### src/rtl/rx_parse_arb.sv
// Two-port RX arbiter feeding one shared header parser.
// A tag FIFO remembers each packet's source port until the parser reports its metadata.
module rx_parse_arb #(
    parameter int DATA_WIDTH = 512,
    parameter int KEEP_WIDTH = DATA_WIDTH / 8,
    parameter int TAG_DEPTH  = 4
) (
    input  logic                  clk,
    input  logic                  rst_n,

    input  logic                  s0_axis_tvalid,
    input  logic [DATA_WIDTH-1:0] s0_axis_tdata,
    input  logic [KEEP_WIDTH-1:0] s0_axis_tkeep,
    input  logic                  s0_axis_tlast,
    input  logic [15:0]           s0_axis_tuser_size,
    output logic                  s0_axis_tready,

    input  logic                  s1_axis_tvalid,
    input  logic [DATA_WIDTH-1:0] s1_axis_tdata,
    input  logic [KEEP_WIDTH-1:0] s1_axis_tkeep,
    input  logic                  s1_axis_tlast,
    input  logic [15:0]           s1_axis_tuser_size,
    output logic                  s1_axis_tready,

    output logic                  m_axis_tvalid,
    output logic [DATA_WIDTH-1:0] m_axis_tdata,
    output logic [KEEP_WIDTH-1:0] m_axis_tkeep,
    output logic                  m_axis_tlast,
    output logic [15:0]           m_axis_tuser_size,
    output logic                  m_axis_tuser_port,
    input  logic                  m_axis_tready,

    input  logic                  parser_meta_valid,
    output logic                  meta_port_valid,
    output logic                  meta_port,

    output logic [31:0]           pkt_cnt0,
    output logic [31:0]           pkt_cnt1,
    output logic                  err_tag_underflow
);

    localparam int PW = (TAG_DEPTH > 1) ? $clog2(TAG_DEPTH) : 1;
    localparam logic [PW:0] FULL_CNT = (PW + 1)'(TAG_DEPTH);

    typedef enum logic {
        IDLE,
        BUSY
    } state_t;

    state_t        state;
    state_t        state_nxt;
    logic          gnt;
    logic          gnt_nxt;
    logic          last_gnt;
    logic          pick;
    logic          push;
    logic          pop;
    logic          done;
    logic          full;
    logic          empty;
    logic [PW-1:0] wr_ptr;
    logic [PW-1:0] rd_ptr;
    logic [PW:0]   count;
    logic          tag_mem [TAG_DEPTH];

    assign full  = (count == FULL_CNT);
    assign empty = (count == '0);
    assign pop   = parser_meta_valid && !empty;

    // Round robin only matters on a tie; a lone requester always wins.
    assign pick = (s0_axis_tvalid && s1_axis_tvalid) ? ~last_gnt
                                                      : s1_axis_tvalid;

    always_comb begin
        state_nxt         = state;
        gnt_nxt           = gnt;
        push              = 1'b0;
        done              = 1'b0;
        m_axis_tvalid     = 1'b0;
        m_axis_tdata      = '0;
        m_axis_tkeep      = '0;
        m_axis_tlast      = 1'b0;
        m_axis_tuser_size = '0;
        m_axis_tuser_port = 1'b0;
        s0_axis_tready    = 1'b0;
        s1_axis_tready    = 1'b0;
        unique case (state)
            IDLE: begin
                if (!full && (s0_axis_tvalid || s1_axis_tvalid)) begin
                    gnt_nxt   = pick;
                    push      = 1'b1;
                    state_nxt = BUSY;
                end
            end
            BUSY: begin
                m_axis_tuser_port = gnt;
                if (gnt) begin
                    m_axis_tvalid     = s1_axis_tvalid;
                    m_axis_tdata      = s1_axis_tdata;
                    m_axis_tkeep      = s1_axis_tkeep;
                    m_axis_tlast      = s1_axis_tlast;
                    m_axis_tuser_size = s1_axis_tuser_size;
                    s1_axis_tready    = m_axis_tready;
                end else begin
                    m_axis_tvalid     = s0_axis_tvalid;
                    m_axis_tdata      = s0_axis_tdata;
                    m_axis_tkeep      = s0_axis_tkeep;
                    m_axis_tlast      = s0_axis_tlast;
                    m_axis_tuser_size = s0_axis_tuser_size;
                    s0_axis_tready    = m_axis_tready;
                end
                if (m_axis_tvalid && m_axis_tready && m_axis_tlast) begin
                    done      = 1'b1;
                    state_nxt = IDLE;
                end
            end
        endcase
    end

    always_ff @(posedge clk or negedge rst_n) begin
        if (!rst_n) begin
            state    <= IDLE;
            gnt      <= 1'b0;
            last_gnt <= 1'b1;
            pkt_cnt0 <= '0;
            pkt_cnt1 <= '0;
        end else begin
            state <= state_nxt;
            gnt   <= gnt_nxt;
            if (done) begin
                last_gnt <= gnt;
                if (gnt) pkt_cnt1 <= pkt_cnt1 + 32'd1;
                else     pkt_cnt0 <= pkt_cnt0 + 32'd1;
            end
        end
    end

    // Tag storage needs no reset; occupancy alone decides what is valid.
    always_ff @(posedge clk) begin
        if (push) tag_mem[wr_ptr] <= gnt_nxt;
    end

    always_ff @(posedge clk or negedge rst_n) begin
        if (!rst_n) begin
            wr_ptr            <= '0;
            rd_ptr            <= '0;
            count             <= '0;
            meta_port_valid   <= 1'b0;
            meta_port         <= 1'b0;
            err_tag_underflow <= 1'b0;
        end else begin
            meta_port_valid <= pop;
            if (push) wr_ptr <= wr_ptr + PW'(1);
            if (pop) begin
                rd_ptr    <= rd_ptr + PW'(1);
                meta_port <= tag_mem[rd_ptr];
            end
            unique case ({push, pop})
                2'b10:   count <= count + (PW + 1)'(1);
                2'b01:   count <= count - (PW + 1)'(1);
                default: count <= count;
            endcase
            if (parser_meta_valid && empty) err_tag_underflow <= 1'b1;
        end
    end

endmodule

### config.mk
export PLATFORM = sky130hd
export DESIGN_NAME = rx_parse_arb
export DESIGN_NICKNAME = d
export VERILOG_FILES = /design/src/rtl/rx_parse_arb.sv
export SDC_FILE = /design/constraint.sdc
export NUM_CORES = 1
export LEC_CHECK = 0
export BUFFER_PORTS_ARGS = -buffer_cell sky130_fd_sc_hd__buf_4
export CORE_AREA = 2 2 716 718
export DETAILED_ROUTE_END_ITERATION = 10
export DIE_AREA = 0 0 718 720
export PLACE_DENSITY = 0.3
export SLEW_MARGIN = 20
export SYNTH_ARGS = -nofsm -noshare
export SYNTH_HDL_FRONTEND = slang
export SYNTH_SLANG_ARGS = --single-unit
### constraint.sdc
create_clock -name clk -period 2.5 [get_ports clk]
set_clock_uncertainty 0.1 [all_clocks]
set_input_delay 0 -clock clk [delete_from_list [all_inputs] [get_ports clk]]
set_output_delay 0 -clock clk [all_outputs]
set_load 0.01 [all_outputs]
==> results of run 1 <==
cells by family after synthesis:
group / share of synthesized area (%)
adders and majority gates: 0.869
AOI/OAI and AO/OA: 0.445
muxes: 48.5
buffers and inverters: 5.02
DFF: 16.6
xor gates and xnor gates: 4.81
and+or+nand+nor: 23.8
synthesized netlist by cell type (2+ instances only):
cell type,count
nor2_1,611
mux2i_1,595
dfrtp_1,76
clkbuf_1,75
xnor2_1,42
nand2_1,38
buf_2,35
buf_1,26
xor2_1,26
nand3_1,18
nand4_1,17
inv_1,14
and4_1,11
and3_1,10
and2_1,9
nor3_1,8
ha_1,7
edfxtp_1,4
nor4_1,4
a21o_1,2
mux2_2,2
nand2b_1,2
o21ai_0,2
==> metrics.md, run 1 <==
| Metric | Value |
|---|---|
| Ys Warns | `0` |
| Cell Area, Synth | `12400 um^2` |
| EDFF count, synth | `4` |
| Fail Step | `global placement` |
| Number of I/O pins | `1856` |
| Tool error | `[ERROR GPL-0305] RePlAce diverged during gradient descent calculation, resulting in an invalid step length (Inf or NaN). This is often caused by numerical instability ...` |
| Main synth FF type | `dfrtp_1` |
| Distinct cells, synth | `34` |
| Port buffer count | `1855` |
| Status | `aborted with a tool error` |
| Synthesized Nets | `2845` |
| Post-Syn Area per Cell | `7.52 um^2` |
| Yosys top cell by area | `mux2i_1` |
| Register area share after synthesis | `16.6%` |
| Die Ht | `720 um` |
| Yosys top cell area share | `48.1%` |
| Area contributors post-synth | `mux2i_1 48%, nor2_1 19%, dfrtp_1 15%` |
| Synth Register Bits | `81` |
| Starting Density | `2.43%` |
| Die Width | `718 um` |
| Asr flop ratio synth | `95.1%` |
| Rows | `262` |
| Mapped Cells | `1645` |
==> run 2, diff against run 1 <==
- PLACE_DENSITY: 0.3 -> not set
- PLACE_DENSITY_LB_ADDON: not set -> 0.15
==> run 2 against run 1 <==
  * The flow now finishes, with violations (antenna rules, setup timing)
  * Synthesized cell count unchanged
  * Area after synthesis unchanged
==> metrics.md, run 2 <==
| Metric | Value |
|---|---|
| Buffer and inverter count on the worst path | `4` |
| Final worst slack | `-0.0367 ns` |
| Max stage delay on crit path | `0.56 ns` |
| Slew of the pin with the lowest slew margin | `0.724 ns` |
| Tot Pwr | `0.0346 W` |
| Fmax | `0.394 GHz` |
| Distinct cells, synth | `34 (unchanged)` |
| EDFF count, synth | `4 (unchanged)` |
| Yosys top cell by area | `mux2i_1 (unchanged)` |
| Clock sink count | `81` |
| CP top delay family | `buffers and inverters` |
| Port buffer count | `1855 (unchanged)` |
| Mapped Cells | `1645 (unchanged)` |
| CP Launch Type | `flip-flop` |
| Final Cycle Share | `101%` |
| Final setup violation count | `1` |
| Largest net degree at the start of global routing | `69` |
| First-pass GRT wire length | `463000 um` |
| Critical Path AT | `2.44 ns` |
| Register area share after synthesis | `16.6% (unchanged)` |
| Hold Worst Slack | `0.0276 ns` |
| R2R cell count | `8` |
| Biggest registers after layout | `pkt_cnt0 x32, pkt_cnt1 x32, tag_mem x4` |
| Main synth FF type | `dfrtp_1 (unchanged)` |
| Most common cell after layout, fill and taps aside | `buf_4` |
| Die Ht | `720 um (unchanged)` |
| Synth Register Bits | `81 (unchanged)` |
| Most frequent cells in the layout | `1982 x buf_4, 591 x nor2_1, 537 x mux2i_1` |
| GRT Total Usage | `15.2%` |
| CTS Buf Count | `9` |
| Filler cells | `60.0k` |
| Initial DRC count | `1511` |
| Vias in the first global route | `22.2k` |
| WHS Path Cells | `4` |
| Status | `complete, but fails checks (was aborted with a tool error)` |
| CTS max path bufs | `2` |
| Die area | `517000 um^2` |
| H-tree level count | `3` |
| Maximum fanout along the worst path | `14` |
| Starting Density | `2.43% (unchanged)` |
| Critical path cell sequence | `buf_12, buf_12, bufbuf_16, mux2i_1, nor2_1, buf_4` |
| Failing checks | `antenna rules, setup timing` |
| Share of layout cells above drive strength 1 | `59.8%` |
| CTS clk-pin slew, worst paths | `0.06 ns` |
| Core Footprint | `508000 um^2` |
| Vias per inst | `2.20` |
| Slowest CP cell | `dfrtp_4` |
| Synthesized Nets | `2845 (unchanged)` |
| Ys Warns | `0 (unchanged)` |
| Final Hold Vio Count | `0` |
| Final Slew Violations | `0` |
| Asr flop ratio synth | `95.1% (unchanged)` |
| Fin Setup TNS | `-0.0367 ns` |
| Antenna violations before repair | `419` |
| Yosys top cell area share | `48.1% (unchanged)` |
| Area contributors post-synth | `mux2i_1 48%, nor2_1 19%, dfrtp_1 15% (unchanged)` |
| Hold crit path type | `input port to flip-flop` |
| Detailed Routing Iterations Pass 1 | `5` |
| Rows | `262 (unchanged)` |
| Final ANT Viol Nets | `1` |
| Area grow syn2layout | `200%` |
| Power density cells | `934 nW/um^2` |
| Die Width | `718 um (unchanged)` |
| Post-DR wirelength/cell | `39.6 um` |
| CTS Root Cell | `clkbuf_16` |
| Max VDD drop | `549 uV` |
| Synth top cells by count | `611 x nor2_1, 595 x mux2i_1, 76 x dfrtp_1, 75 x clkbuf_1, 42 x xnor2_1 (unchanged)` |
| Crit Path Class | `flip-flop to output port` |
| MaxCap Viol Count | `0` |
| Worst slew margin | `50.4%` |
| Worst skew pair latency | `0.36 ns` |
| Total length of routed wires | `412000 um` |
| Register area | `2050 um^2` |
| Top-count cell post-synth | `nor2_1 (unchanged)` |
| GRT overflow | `0` |
| Crit-path most repeated cell | `buf_12` |
| Unrepaired setup endpoints after global routing | `true` |
| Final GP Congestion | `1.03` |
| Drt drc | `0` |
| Total vias in the final route | `22.8k` |
| Post-DP HPWL | `391000 um` |
| Number of I/O pins | `1856 (unchanged)` |
| Fin nets | `4743` |
| CP required | `2.40 ns` |
| Cell Area, Synth | `12400 um^2 (unchanged)` |
| P_leak | `16.6 nW` |
| Area of the multi-input gates | `10300 um^2` |
| Tmin final | `2.54 ns` |
| CTS tree | `done` |
| CP Capture Type | `output port` |
| Crit path depth | `6` |
| Post-Syn Area per Cell | `7.52 um^2 (unchanged)` |
==> run 2: cell counts after synthesis <==
No cell type changed its count.
==> run 2: worst min-delay path: stages <==
cell     delay, ns
buf_4         0.12
o21a_1        0.16
inv_1         0.08
o21ai_0       0.08
==> run 2: layer usage <==
layer	global-route usage (%)	vias to the layer above	wire, um
met5	0	-	1500
met1	18.2	10903	168000
li1	-	9525	-
met4	2.52	178	9330
met3	8.55	541	52500
met2	23.9	1659	181000
==> run 2: timing repair <==
action | in CTS | in global routing
cloned | 2 | 2
setup endpoints to repair | 313 | 115
setup buffers | 7 | 12
hold endpoints to repair | 44 | 0
gates resized for setup | 108 | 26
hold buffers | 2 | 0
==> run 2: final cells by class <==
class	instances	area share, %
tap	6732	22.7
antenna	107	0.722
clock buffer	10	0.617
inverter	15	0.196
clock inverter	5	0.155
multi-input combinational	1412	27.7
sequential	81	5.53
timing repair buffer	2024	42.4
==> run 2: where the power goes <==
part | leakage [nW] | total [W] | switching [W] | internal, W
clock | 0.143 | 0.00137 | 0.000603 | 0.000770
sequential | 1.05 | 0.00172 | 0.000208 | 0.00151
combinational | 15.4 | 0.0315 | 0.0188 | 0.0128
total | 16.6 | 0.0346 | 0.0196 | 0.0151
==> run 2: through the flow <==
step,area (um^2),setup slack (ns),utilization (%),cells
6_report,37100,-0.0367,7.29,10386
4_1_cts,36500,-0.0819,7.18,10265
5_1_grt,36900,-0.00770,7.25,10301
3_3_place_gp,35600,-0.199,6.99,10240
2_1_floorplan,12400,0.516,-,1645
3_5_place_dp,35600,-0.212,6.99,10240
==> run 2: path summary, 6_finish.rpt <==
path                       slack (ns)                             to                           from
max in group asynchronous        1.48       pkt_cnt0[22]$_DFFE_PN0P_                          rst_n
min                              0.03                state$_DFF_PN0_                 s1_axis_tvalid
max                             -0.04              m_axis_tdata[431]                  gnt$_DFF_PN0_
max reg2reg                      0.25       pkt_cnt0[30]$_DFFE_PN0P_                  gnt$_DFF_PN0_
min in group asynchronous        0.16       pkt_cnt1[30]$_DFFE_PN0P_                          rst_n
min reg2reg                      0.37  err_tag_underflow$_DFFE_PN0P_  err_tag_underflow$_DFFE_PN0P_
==> run 2: cells by family after synthesis <==
group,count (synthesis),share of synthesized area (%)
compound gates,8,0.445
xor+xnor,68,4.81
fa+ha+maj,8,0.869
buf+inv,152,5.02
flops,81,16.6
mux,598,48.5
simple gates,730,23.8
(Power assumes the default switching activity.)
==> run 3, diff against run 2 <==
- HOLD_SLACK_MARGIN: not set -> 0.03
==> run 3 against run 2 <==
  * The run ends with setup timing left
  * Combinational power hardly changed
  * Routed wire length hardly changed
  * Sequential cell count stayed put
  * Worst setup slack worse by 0.0027 ns
  * Critical path type unchanged
  * Highest routed layer unchanged
==> metrics.md, run 3 (synthesized netlist as in run 2, its figures left out) <==
| Metric | Value |
|---|---|
| Total length of routed wires | `412000 um (about the same)` |
| CTS Root Cell | `clkbuf_16 (unchanged)` |
| Core Footprint | `508000 um^2 (unchanged)` |
| Fmax | `0.394 GHz (about the same)` |
| Hold crit path type | `input port to flip-flop (unchanged)` |
| Vias per inst | `2.20 (about the same)` |
| Detailed Routing Iterations Pass 1 | `5 (unchanged)` |
| Tmin final | `2.54 ns (about the same)` |
| Total vias in the final route | `22.7k (was 22.8k)` |
| Most frequent cells in the layout | `1982 x buf_4, 591 x nor2_1, 537 x mux2i_1 (unchanged)` |
| Final Hold Vio Count | `0 (unchanged)` |
| P_leak | `16.6 nW (about the same)` |
| Max stage delay on crit path | `0.56 ns (about the same)` |
| Drt drc | `0 (unchanged)` |
| First-pass GRT wire length | `463000 um (about the same)` |
| GRT Total Usage | `15.2% (about the same)` |
| Post-route cell area | `37000 um^2 (was 37100 um^2)` |
| CP Launch Type | `flip-flop (unchanged)` |
| Port buffer count | `1855 (unchanged)` |
| CTS clk-pin slew, worst paths | `0.07 ns (was 0.06 ns)` |
| H-tree level count | `3 (unchanged)` |
| Met2 WL | `180000 um (was 181000 um)` |
| Die area | `517000 um^2 (unchanged)` |
| Combinational power share | `91.0% (was 91.1%)` |
| CTS Buf Count | `9 (unchanged)` |
| Crit Path Class | `flip-flop to output port (unchanged)` |
| Power density cells | `935 nW/um^2 (was 934 nW/um^2)` |
| CP Capture Type | `output port (unchanged)` |
| Crit-path most repeated cell | `buf_12 (unchanged)` |
| CP required | `2.40 ns (about the same)` |
| GRT overflow | `0 (unchanged)` |
| Biggest registers after layout | `pkt_cnt0 x32, pkt_cnt1 x32, tag_mem x4 (unchanged)` |
| Seq pwr share | `5.0% (about the same)` |
| Met1 Wirelength | `169000 um (was 168000 um)` |
| Uppermost layer routed | `met5 (unchanged)` |
| Critical Path AT | `2.44 ns (about the same)` |
| Share of layout cells above drive strength 1 | `59.8% (about the same)` |
| CTS max path bufs | `2 (unchanged)` |
| Final setup violation count | `1 (unchanged)` |
| Largest net degree at the start of global routing | `69 (unchanged)` |
| Worst slew margin | `50.3% (was 50.4%)` |
| Final ANT Viol Nets | `0 (was 1)` |
| Die Ht | `720 um (unchanged)` |
| Critical path cell sequence | `buf_12, buf_12, bufbuf_16, mux2i_1, nor2_1, buf_4 (unchanged)` |
| Failing checks | `setup timing (was antenna rules, setup timing)` |
| Slew of the pin with the lowest slew margin | `0.725 ns (was 0.724 ns)` |
| Placed inst area | `35600 um^2 (unchanged)` |
| Unrepaired setup endpoints after global routing | `true (unchanged)` |
| Rows | `262 (unchanged)` |
| Most common cell after layout, fill and taps aside | `buf_4 (unchanged)` |
| Post-DP HPWL | `391000 um (unchanged)` |
| Vias in the first global route | `22.2k (about the same)` |
| Non-Filler Instances | `10.4k (about the same)` |
| Met3 WL | `51600 um (was 52500 um)` |
| Final GP Congestion | `1.03 (unchanged)` |
| Dpl cells | `10.2k (unchanged)` |
| Post-DR wirelength/cell | `39.7 um (was 39.6 um)` |
| Die Width | `718 um (unchanged)` |
| Final worst slack | `-0.0394 ns (was -0.0367 ns)` |
| Status | `complete, but fails checks (unchanged)` |
| CTS tree | `done (unchanged)` |
| Max VDD drop | `544 uV (was 549 uV)` |
| Hold Worst Slack | `0.0919 ns (was 0.0276 ns)` |
| Clock Power Share | `4.0% (about the same)` |
| Fin nets | `4745 (was 4743)` |
| Starting Density | `2.43% (unchanged)` |
| Worst skew pair latency | `0.36 ns (about the same)` |
| P_sw | `0.0196 W (about the same)` |
| Number of I/O pins | `1856 (unchanged)` |
| Slowest CP cell | `dfrtp_4 (unchanged)` |
| MaxCap Viol Count | `0 (unchanged)` |
| Switching Fraction | `56.5% (about the same)` |
| Final Slew Violations | `0 (unchanged)` |
| Final Cycle Share | `102% (was 101%)` |
| Filler cells | `60.0k (about the same)` |
| Clock sink count | `81 (unchanged)` |
| Antenna violations before repair | `419 (unchanged)` |
| Maximum fanout along the worst path | `14 (unchanged)` |
| Internal | `0.0151 W (about the same)` |
| Area grow syn2layout | `199% (was 200%)` |
| Initial DRC count | `1435 (was 1511)` |
==> run 3: changes by cell type in the layout (fill, tap and decap cells not counted), sizes merged <==
cell	delta
dlygate4sd3	+2
diode	-26
==> run 3: layer usage <==
layer	track usage (%)	vias up
met4	2.53	178
met5	0	-
li1	-	9499
met3	8.54	547
met2	23.9	1652
met1	18.2	10871
==> run 3: path summary, 6_finish.rpt <==
path | depth (start not counted) | startpoint | slack, ns | endpoint
setup reg to reg | 8 | gnt$_DFF_PN0_ | 0.25 | pkt_cnt0[30]$_DFFE_PN0P_
setup / recovery | 6 | gnt$_DFF_PN0_ | -0.04 | m_axis_tdata[431]
max in group asynchronous | 3 | rst_n | 1.48 | pkt_cnt0[22]$_DFFE_PN0P_
hold / removal | 4 | s0_axis_tvalid | 0.09 | wr_ptr[0]$_DFFE_PN0P_
min in group asynchronous | 2 | rst_n | 0.16 | pkt_cnt1[30]$_DFFE_PN0P_
hold reg to reg | 1 | err_tag_underflow$_DFFE_PN0P_ | 0.37 | err_tag_underflow$_DFFE_PN0P_
==> run 3: critical path, delay by kind of cell (launching register included) <==
| kind | cells | cell delay, ns |
|---|---|---|
| mux | 1 | 0.14 |
| simple gates | 1 | 0.39 |
| flops | 1 | 0.56 |
| buf+inv | 4 | 0.91 |
==> run 3: cell type report <==
type	count	area (um^2)	area share [%]
clock inverters	5	57.6	0.155
multi-input cells	1412	10300	27.7
inverters	15	72.6	0.196
clock buffers	10	229	0.618
diodes	81	203	0.547
flip-flops and latches	81	2050	5.54
repair buffers	2026	15700	42.5
well taps	6732	8420	22.7
==> run 3: power groups by stage <==
| stage | clock [W] | sequential, W | combinational, W |
|---|---|---|---|
| global route | 0.00148 | 0.00175 | 0.0335 |
| detailed placement | 0 | 0.00172 | 0.0310 |
| global placement | 0 | 0.00172 | 0.0312 |
| finish | 0.00138 | 0.00172 | 0.0315 |
| CTS | 0.00144 | 0.00173 | 0.0321 |
| floorplan | 0 | 0.00169 | 0.0112 |
==> run 3: what timing repair did <==
item / CTS / global route
gates resized for setup: 108 / 26
endpoints found under the setup margin: 313 / 115
gates cloned: 2 / 2
hold endpoints to repair: 47 / 0
hold buffers: 4 / 0
buffers inserted: 7 / 12
==> run 3: per-stage QoR <==
step	utilization [%]	setup slack [ns]	total power, W	TNS, ns
6_report	7.29	-0.0394	0.0346	-0.0394
5_1_grt	7.26	-0.00770	0.0367	-0.0162
4_1_cts	7.19	-0.0819	0.0353	-2.16
3_5_place_dp	6.99	-0.212	0.0327	-0.436
3_3_place_gp	6.99	-0.199	0.0329	-0.445
2_1_floorplan	-	0.516	0.0129	0
==> run 4, diff against run 3 <==
- CORE_AREA: 2 2 716 718 -> 2 2 714 716
- CTS_CLUSTER_SIZE: not set -> 40
- DIE_AREA: 0 0 718 720 -> 0 0 716 718
- clock period: 2.5 -> 3.2 ns (I/O delays scaled with it)
==> run 4 against run 3 <==
  * The run still ends with setup timing left
  * Clock power down 14%
  * Non-clock buffer count down 86
  * Design area down 3.5%
  * Largest power group unchanged
  * Critical endpoint is now m_axis_tdata[362]
  * Routed wire length up 2.7%
  * Final cell count down 0.70%
==> metrics.md, run 4 (synthesized netlist as in run 2, its figures left out) <==
| Metric | Value |
|---|---|
| Post-DP HPWL | `404000 um (was 391000 um)` |
| GRT Total Usage | `15.8% (was 15.2%)` |
| Worst slew margin | `16.9% (was 50.3%)` |
| CTS clk-pin slew, worst paths | `0.07 ns (about the same)` |
| Fin nets | `4659 (was 4745)` |
| Most common cell after layout, fill and taps aside | `buf_4 (unchanged)` |
| CTS Root Cell | `clkbuf_16 (unchanged)` |
| Area grow syn2layout | `189% (was 199%)` |
| P_sw | `0.0147 W (was 0.0196 W)` |
| Placed inst area | `35100 um^2 (was 35600 um^2)` |
| Max stage delay on crit path | `1.04 ns (was 0.56 ns)` |
| P_leak | `16.2 nW (was 16.6 nW)` |
| Fmax | `0.311 GHz` |
| Final GP Congestion | `0.983 (was 1.03)` |
| Maximum fanout along the worst path | `39 (was 14)` |
| Combinational power share | `90.0% (was 91.0%)` |
| Failing checks | `setup timing (unchanged)` |
| Min-delay src | `s0_axis_tvalid (unchanged)` |
| FF-to-FF End | `pkt_cnt0[30]$_DFFE_PN0P_ (unchanged)` |
| Die area | `514000 um^2 (was 517000 um^2)` |
| Final Hold Vio Count | `0 (unchanged)` |
| CP required | `3.10 ns (was 2.40 ns)` |
| Drt drc | `0 (unchanged)` |
| Rows | `262 (unchanged)` |
| Crit-path most repeated cell | `buf_12 (unchanged)` |
| WHS Path Cells | `3 (was 4)` |
| MaxCap Viol Count | `0 (unchanged)` |
| Post-route cell area | `35700 um^2 (was 37000 um^2)` |
| Die Width | `716 um (was 718 um)` |
| Largest net degree at the start of global routing | `67 (was 69)` |
| CP Capture Type | `output port (unchanged)` |
| Slew of the pin with the lowest slew margin | `1.21 ns (was 0.725 ns)` |
| Max VDD drop | `346 uV (was 544 uV)` |
| Post-DR wirelength/cell | `41.1 um (was 39.7 um)` |
| GRT overflow | `0 (unchanged)` |
| Switching Fraction | `57.9% (was 56.5%)` |
| CTS max path bufs | `2 (unchanged)` |
| Total vias in the final route | `22.8k (was 22.7k)` |
| Biggest registers after layout | `pkt_cnt0 x32, pkt_cnt1 x32, tag_mem x4 (unchanged)` |
| Number of I/O pins | `1856 (unchanged)` |
| First-pass GRT wire length | `475000 um (was 463000 um)` |
| CTS tree | `done (unchanged)` |
| Final Slew Violations | `0 (unchanged)` |
| Internal | `0.0107 W (was 0.0151 W)` |
| Final setup violation count | `1 (unchanged)` |
| Antenna violations before repair | `525 (was 419)` |
| Layout Utilization | `7.05% (was 7.29%)` |
| R2R cell count | `5 (was 8)` |
| Port buffer count | `1855 (unchanged)` |
| Clock Power Share | `4.6% (was 4.0%)` |
| Fin Setup TNS | `-0.0136 ns (was -0.0394 ns)` |
| Worst skew pair latency | `0.36 ns (about the same)` |
| Detailed Routing Iterations Pass 1 | `5 (unchanged)` |
| Vias in the first global route | `22.5k (was 22.2k)` |
| Share of layout cells above drive strength 1 | `57.3% (was 59.8%)` |
| Initial DRC count | `1307 (was 1435)` |
| FF-to-FF Start | `gnt$_DFF_PN0_ (unchanged)` |
| Reg2Reg Setup Slack | `0.72 ns (was 0.25 ns)` |
| Slowest CP cell | `mux2i_1 (was dfrtp_4)` |
| Critical path cell sequence | `buf_12, buf_12, mux2i_1, nor2_1, buf_4 (was buf_12, buf_12, bufbuf_16, mux2i_1, nor2_1, buf_4)` |
| Final ANT Viol Nets | `0 (unchanged)` |
| Most frequent cells in the layout | `1914 x buf_4, 610 x nor2_1, 571 x mux2i_1 (was 1982 x buf_4, 591 x nor2_1, 537 x mux2i_1)` |
| Total length of routed wires | `423000 um (was 412000 um)` |
| Status | `complete, but fails checks (unchanged)` |
| Critical Path AT | `3.11 ns (was 2.44 ns)` |
| Seq pwr share | `5.4% (was 5.0%)` |
| Die Ht | `718 um (was 720 um)` |
| Hold-critical path endpoint | `gnt$_DFF_PN0_ (was wr_ptr[0]$_DFFE_PN0P_)` |
| Filler cells | `60.0k (about the same)` |
| Core Footprint | `507000 um^2 (was 508000 um^2)` |
| CTS Buf Count | `9 (unchanged)` |
| Hold crit path type | `input port to flip-flop (unchanged)` |
| Tmin final | `3.21 ns` |
| Final worst slack | `-0.0136 ns (was -0.0394 ns)` |
| CP Launch Type | `flip-flop (unchanged)` |
| Clock sink count | `81 (unchanged)` |
| Crit Path Class | `flip-flop to output port (unchanged)` |
| Power density cells | `712 nW/um^2 (was 935 nW/um^2)` |
| Unrepaired setup endpoints after global routing | `false (was true)` |
| Starting Density | `2.44% (was 2.43%)` |
| Vias per inst | `2.22 (was 2.20)` |
| Final Cycle Share | `100%` |
| H-tree level count | `3 (unchanged)` |
## run 4: power groups by stage
stage	Clock (W)	Combinational [W]	Sequential (W)
final	0.00118	0.0229	0.00137
after detailed placement	0	0.0236	0.00140
after floorplan	0	0.00876	0.00132
after CTS	0.00123	0.0237	0.00138
after global routing	0.00126	0.0244	0.00140
after global placement	0	0.0237	0.00139
## run 4: repair_timing
item | CTS | global route
setup buffers | 0 | 0
hold endpoints to repair | 61 | 0
hold buffers | 4 | 0
resized for setup | 15 | 3
endpoints found under the setup margin | 19 | 3
## run 4: worst max-delay path, delay by kind of cell, from the launching register on
| family | cells | cell delay, ns |
|---|---|---|
| mux | 1 | 1.04 |
| buf+inv | 3 | 0.76 |
| flops | 1 | 0.61 |
| simple gates | 1 | 0.12 |
## run 4: how the worst max path moves through the flow
stage | from | to
3_3_place_gp | gnt$_DFF_PN0_ | m_axis_tdata[360]
2_1_floorplan | count[0]$_DFFE_PN0P_ | count[2]$_DFFE_PN0P_
3_5_place_dp | gnt$_DFF_PN0_ | m_axis_tdata[287]
5_1_grt | gnt$_DFF_PN0_ | m_axis_tdata[287]
6_report | gnt$_DFF_PN0_ | m_axis_tdata[362]
4_1_cts | gnt$_DFF_PN0_ | m_axis_tdata[374]
## run 4: per-stage QoR
| step | total power [W] | std cells | setup slack, ns | hold WS, ns |
|---|---|---|---|---|
| 2_1_floorplan | 0.0101 | 1645 | 1.22 | -0.396 |
| 3_3_place_gp | 0.0251 | 10176 | 0.126 | 0.0806 |
| 3_5_place_dp | 0.0250 | 10176 | 0.241 | 0.0846 |
| 4_1_cts | 0.0263 | 10196 | -0.0745 | 0.0499 |
| 5_1_grt | 0.0270 | 10215 | 0.00451 | 0.0830 |
| 6_report | 0.0254 | 10289 | -0.0136 | 0.0698 |
## run 4: metal layers
layer  track usage [%]  wire (um)
met1              17.7     161000
met4              1.96      10300
met5                 0       1700
met2              25.8     188000
met3              10.1      61700
## run 4: area by class of cell
type	count	area (um^2)	area share, %
repair buffers	1940	14800	41.5
diodes	93	233	0.651
clock inverters	6	71.3	0.200
well taps	6732	8420	23.6
flip-flops and latches	81	2050	5.74
clock buffers	10	250	0.700
multi-input cells	1412	9800	27.4
inverters	15	63.8	0.179
